`src/rtl/mem_port_arbiter.sv`:
```
// Shared memory port arbiter for fetch and data requesters.
// Fixed priority with bounded fetch starvation, or round-robin.
module mem_port_arbiter #(
    parameter int ADDR_WIDTH    = 5,
    parameter int DATA_WIDTH    = 32,
    parameter int PRIORITY_MODE = 0,
    parameter int STARVE_LIMIT  = 4
) (
    input  logic                  clk,
    input  logic                  rst_n,
    input  logic                  inst_req,
    input  logic [ADDR_WIDTH-1:0] inst_addr,
    output logic                  inst_gnt,
    output logic                  inst_rvalid,
    output logic [DATA_WIDTH-1:0] inst_rdata,
    input  logic                  data_req,
    input  logic                  data_we,
    input  logic [ADDR_WIDTH-1:0] data_addr,
    input  logic [DATA_WIDTH-1:0] data_wdata,
    output logic                  data_gnt,
    output logic                  data_rvalid,
    output logic [DATA_WIDTH-1:0] data_rdata,
    output logic                  mem_req,
    output logic                  mem_we,
    output logic [ADDR_WIDTH-1:0] mem_addr,
    output logic [DATA_WIDTH-1:0] mem_wdata,
    input  logic                  mem_ready,
    input  logic                  mem_rvalid,
    input  logic [DATA_WIDTH-1:0] mem_rdata,
    output logic                  sel
);

    typedef enum logic [1:0] {
        IDLE,
        ISSUE,
        WAIT
    } state_t;

    localparam logic [3:0] LIMIT = 4'(STARVE_LIMIT);

    state_t     state;
    state_t     state_nxt;
    logic       sel_nxt;
    logic       rr_last;
    logic [3:0] starve_cnt;
    logic       starved;
    logic       pick_data;
    logic       gnt_fire;
    logic       rsp_fire;

    assign starved  = (STARVE_LIMIT != 0) && (starve_cnt == LIMIT);
    assign gnt_fire = (state == ISSUE) && mem_ready;
    assign rsp_fire = ((state == ISSUE) && mem_ready && mem_rvalid) ||
                      ((state == WAIT) && mem_rvalid);

    // Owner choice when sampled in IDLE; only meaningful with a request.
    always_comb begin
        pick_data = 1'b0;
        if (data_req && !inst_req) begin
            pick_data = 1'b1;
        end else if (data_req && inst_req) begin
            if (PRIORITY_MODE == 1) begin
                pick_data = ~rr_last;
            end else begin
                pick_data = ~starved;
            end
        end
    end

    always_comb begin
        state_nxt = state;
        sel_nxt   = sel;
        unique case (state)
            IDLE: begin
                if (inst_req || data_req) begin
                    sel_nxt   = pick_data;
                    state_nxt = ISSUE;
                end
            end
            ISSUE: begin
                if (mem_ready) begin
                    state_nxt = mem_rvalid ? IDLE : WAIT;
                end
            end
            WAIT: begin
                if (mem_rvalid) begin
                    state_nxt = IDLE;
                end
            end
            default: state_nxt = IDLE;
        endcase
    end

    always_ff @(posedge clk or negedge rst_n) begin
        if (!rst_n) begin
            state <= IDLE;
            sel   <= 1'b0;
        end else begin
            state <= state_nxt;
            sel   <= sel_nxt;
        end
    end

    always_ff @(posedge clk or negedge rst_n) begin
        if (!rst_n) begin
            rr_last <= 1'b1;
        end else if (gnt_fire) begin
            rr_last <= sel;
        end
    end

    // Counts data wins over a waiting fetch; saturates at the limit.
    always_ff @(posedge clk or negedge rst_n) begin
        if (!rst_n) begin
            starve_cnt <= '0;
        end else if (PRIORITY_MODE == 1) begin
            starve_cnt <= '0;
        end else if (gnt_fire && !sel) begin
            starve_cnt <= '0;
        end else if (state == IDLE && !inst_req) begin
            starve_cnt <= '0;
        end else if (gnt_fire && sel && inst_req && starve_cnt != LIMIT) begin
            starve_cnt <= starve_cnt + 4'd1;
        end
    end

    assign mem_req     = (state == ISSUE);
    assign mem_we      = sel & data_we;
    assign mem_addr    = sel ? data_addr : inst_addr;
    assign mem_wdata   = data_wdata;
    assign inst_gnt    = gnt_fire & ~sel;
    assign data_gnt    = gnt_fire & sel;
    assign inst_rvalid = rsp_fire & ~sel;
    assign data_rvalid = rsp_fire & sel;
    assign inst_rdata  = mem_rdata;
    assign data_rdata  = mem_rdata;

endmodule

```
`config.mk`:
```
export PLATFORM = sky130hd
export DESIGN_NAME = mem_port_arbiter
export DESIGN_NICKNAME = d
export VERILOG_FILES = /design/src/rtl/mem_port_arbiter.sv
export SDC_FILE = /design/constraint.sdc
export NUM_CORES = 1
export LEC_CHECK = 0
export CAP_MARGIN = 0
export CORE_UTILIZATION = 21
export DETAILED_ROUTE_END_ITERATION = 6
export GPL_ROUTABILITY_DRIVEN = 0
export PLACE_DENSITY_LB_ADDON = 0.1
export SLEW_MARGIN = 20
export SYNTH_ARGS = -nofsm -noshare
export SYNTH_HDL_FRONTEND = slang
export SYNTH_SLANG_ARGS = --single-unit
export TNS_END_PERCENT = 20
```
`constraint.sdc`:
```
create_clock -name clk -period 1.3 [get_ports clk]
set_input_delay 0.26 -clock clk [delete_from_list [all_inputs] [get_ports clk]]
set_output_delay 0.26 -clock clk [all_outputs]
set_load 0.01 [all_outputs]
```
Word level (Yosys, flattened, before mapping) --
Cells that the tools add are included.
Word-level totals: register bits 7, bits in latches 0, bits in read-only memories 0, bits of input ports 81, memory bits (writable) 0, output and inout bits 108, word-level logic and storage cells 47, memories kept 0
Operators by class: multiply operators 0, bitwise gates (word level) 7, order comparisons 0, muxes and demuxes 11, reductions and logical operators 18, shift operators 0, div/mod/pow operators 0, equal/unequal tests 7, add/sub/neg operators 1
Operator list (count):
- two-way mux 4 bit | 3
- logical AND 1 bit | 10
- two-way mux 2 bit | 4
- one-hot mux 2 bit (3 select lines) | 1
- AND 1 bit | 5
- two-way mux 5 bit | 1
- adder 4 x 1 -> 4 bit, second input constant | 1
- == test 4 x 3 -> 1 bit, second input constant | 1
- inequality test 2 bit, second input constant | 2
- inequality test 4 x 3 -> 1 bit, second input constant | 1
- AND reduction 3 bit | 1
- nonzero test 3 bit | 1
- == test 2 x 1 -> 1 bit, second input constant | 1
- == test 2 bit, second input constant | 1
- logical NOT 1 bit | 2
- logical NOT 2 bit | 1
- logical OR 1 bit | 2
- two-way mux 1 bit | 2
- inequality test 2 x 1 -> 1 bit, second input constant | 1
- NOT 1 bit | 2
- AND reduction 2 bit | 1

Logic depth before layout (Yosys ltp) --
depth in word-level cells 8, mapped depth 5, depth with buffers taken out 5

Worst setup path before layout --
No wires, ideal clock.
path kind reg2reg, start register sel, end register starve_cnt[1], required time 1.175 ns, clock period less this slack 1.435 ns, stages on the path, launching flop included 5, setup slack -0.135 ns, arrival time 1.310 ns, setup time 0.125 ns, path buffers 1, cells stage by stage dfrtp_1 buf_2 nand4bb_1 and3_4 mux2_4
On the way: longest elaborated chain between the ends 4
Ends and longest elaborated chain:
- from (decl) | RTL line 30 | output logic sel
- from (signal assigned) | RTL line 100 | sel <= sel_nxt;
- logical AND 1 bit (3 in a row) | RTL line 122 | end else if (gnt_fire && sel && inst_req && starve_cnt != LIMIT) begin
- nonzero test 3 bit (no line)
- to (signal assigned) | RTL line 123 | starve_cnt <= starve_cnt + 4'd1;
- to (decl) | RTL line 45 | logic [3:0] starve_cnt;
Several ways; a longest one is shown, not always the timed one. A chain may end at the register's enable or synchronous reset.

Final worst setup path --
start register sel, end output port mem_addr[1]
On the way: longest elaborated chain between the ends 1
Ends and longest elaborated chain:
- two-way mux 5 bit | RTL line 129 | assign mem_addr = sel ? data_addr : inst_addr;
- to (decl) | RTL line 25 | output logic [ADDR_WIDTH-1:0] mem_addr,
No other way between the ends.

==> flow_metrics.py <==
metrics = {
    "timing": {
        "drv_slew": 0,
        "worstMarginPinSlew_ps": 389,
        "fmaxAchievable_mhz": 659,
        "skew_ps": 3.47,
        "setup_slack_ps": -219,
        "rsz0062_at_grt": "true",
        "hold_viol_final": 0,
        "final-setup-viol-count": 15,
        "fin_crit_ps": 1520,
        "fin_crit_sh": 1.17,
        "slew_headroom": 0.740,
    },
    "global_routing": {
        "grt_pass1_vias": 695,
        "grt_util_met2": 0.143,
        "grt_pass1_wl_mm": 4.01,
        "met3_usage": 0.0651,
        "gr-max-usage-layer": "met2",
        "use_met1": 0.0783,
        "grt_util_all_layers": 0.0862,
        "antenna_found_initial": 0,
        "grt_max_degree": 8,
        "grt-ovfl-total": 0,
    },
    "yosys": {
        "synth-async-reset-ratio": 1.00,
        "synth_edf_count": 0,
        "synth_warnings": 0,
        "postSynthNetCount": 228,
        "yosysTopAreaCell": "buf_4",
        "yosysSeqAreaShare": 0.143,
        "ys_ff_latch": 7,
        "yosys-top-cells-area": "buf_4 59%, dfrtp_1 14%, mux2_1 4.6%, mux2i_1 3.3%, ha_1 2.0%",
        "syn_area_per_cell_um2": 8.47,
        "synth_cell_type_count": 27,
        "synthFlopType": "dfrtp_1",
        "synthCells": 145,
        "synth_top_area_frac": 0.587,
        "syn_area_um2": 1230,
    },
    "drt": {
        "wl_mm": 2.67,
        "route.detailed.drc": 0,
        "drtIter0Drc": 2,
        "vias": 656,
        "firstDrtPassIters": 4,
        "final_antenna_net_count": 0,
        "vias_per_cell": 3.90,
        "wl_per_cell_um": 15.9,
    },
    "critical_path": {
        "cp.required_ps": 1040,
        "cp_max_fo": 3,
        "crit_path_end_kind": "primary output",
        "criticalPathCategory": "flop to primary output",
        "worstSetupStartpointType": "flop",
        "regToRegSetupSlack_ps": -210,
        "arrival_ps": 1260,
    },
    "flow_run": {
        "drv_cap": 0,
    },
    "finish": {
        "antenna_cells": 0,
        "layout_commonest_cell": "clkdlybuf4s50_1",
        "final_area_um2": 1080,
        "finalNetCount": 180,
        "fillers": 624,
        "fin_util": 0.194,
        "drive_gt1_frac": 0.479,
        "layoutNonFillerInstCount": 168,
        "layout_common_cells": "15 x clkdlybuf4s50_1, 12 x buf_4, 9 x buf_6",
        "syn_to_final_growth_pct": -11.9,
    },
    "clock_tree": {
        "cts_tree": "done",
        "cts_buffers": 3,
        "postCtsHoldBufs": 0,
        "ctsHtreeMaxLevel": 1,
        "clk_latency_ps": 230,
        "clockBufferDepth": 2,
        "clk_pin_slew_worst_paths_ps": 50,
        "cts-root-buf": "clkbuf_8",
        "cts.sinks": 7,
    },
    "pwr": {
        "p_total_mw": 1.45,
        "power_density_nw_per_um2": 1350,
        "vdd_drop_max_mv": 0.257,
        "p_leak_nw": 0.485,
    },
    "die": {
        "die_w_um": 78.5,
        "core_area_um2": 5570,
        "fp.dieH_um": 78.5,
        "start_util": 0.220,
        "rows": 27,
        "io_pins": 189,
        "dieArea_um2": 6150,
    },
    "run_status": {
        "violations": "negative setup slack",
        "outcome": "complete, but fails checks",
    },
    "place": {
        "placed_cells": 159,
        "portBuffers": 28,
        "place_area_um2": 968,
        "hpwl_mm": 2.17,
    },
    "worst_hold_path": {
        "holdCritPathClass": "primary input to asynchronous set/reset pin",
    },
}
[report_power, final]
part           leakage (nW)  internal, mW  total (mW)  switching, mW
combinational         0.373         0.491       0.815          0.324
clock                0.0228         0.213       0.318          0.105
sequential           0.0888         0.272       0.321         0.0492
[per-layer routing]
layer / vias up / wire, µm / share of wire
met1: 281 / 881 / 0.33
met4: 0 / 40 / 0.015
met3: 16 / 463 / 0.17
met5: - / 0 / 0
li1: 274 / - / -
met2: 85 / 1280 / 0.48
[final cells by class]
| cell class | count | area [µm²] | share of cell area |
|---|---|---|---|
| repair buffers | 45 | 390 | 0.361 |
| clock buffers | 4 | 45.0 | 0.0417 |
| well taps | 72 | 90.1 | 0.0833 |
| flip-flops and latches | 7 | 178 | 0.164 |
| inverters | 3 | 11.3 | 0.0104 |
| multi-input cells | 37 | 367 | 0.339 |
[cells in the mapped netlist (2+ instances only)]
cell / count
buf_4: 96
dfrtp_1: 7
mux2_1: 5
nand3_1: 5
mux2i_1: 4
inv_1: 3
ha_1: 2
nand2_1: 2
nand3b_1: 2
nor2b_1: 2
[worst paths after layout]
path                                           startpoint                   endpoint  cells after the start
worst max-delay path                      sel$_DFFE_PN0P_                mem_addr[1]                      3
worst min-delay path                                rst_n  starve_cnt[3]$_DFFE_PN0P_                      1
worst max register to register            sel$_DFFE_PN0P_  starve_cnt[1]$_DFFE_PN0P_                      6
worst min register to register  starve_cnt[2]$_DFFE_PN0P_  starve_cnt[2]$_DFFE_PN0P_                      1
max in group asynchronous                           rst_n       state[0]$_DFFE_PN0P_                      1
min in group clk                            mem_rdata[10]             data_rdata[10]                      0
[cells by family after synthesis]
family | after synthesis | synth area share
and+or+nand+nor | 22 | 0.121
DFF | 7 | 0.143
AOI/OAI and AO/OA | 3 | 0.0153
buffers and inverters | 101 | 0.610
adders and majority gates | 2 | 0.0204
muxes | 10 | 0.0907
[flip-flops by register name, summed over array words and instances (netlist names)]
| signal | count |
|---|---|
| state | 2 |
| starve_cnt | 4 |
| sel | 1 |
[repair_timing]
action | CTS | global route
buffers inserted | 5 | 0
pin swaps | 5 | 4
resized for setup | 62 | 9
setup endpoints to repair | 16 | 16
[stage by stage]
| stage | TNS (ps) | hold slack, ps | setup WS (ps) |
|---|---|---|---|
| floorplan | -45.1 | -35.6 | -45.1 |
| global placement | -7360 | 512 | -745 |
| detailed placement | -7330 | 514 | -779 |
| CTS | -2650 | 339 | -254 |
| global route | -3150 | 354 | -272 |
| finish | -2280 | 322 | -219 |
[critical path: stages (launching register included)]
cell and delay (ps):
dfrtp_2 430, buf_4 150, mux2_1 310, buf_2 140
Note: power is estimated with default switching activity, not from simulation.
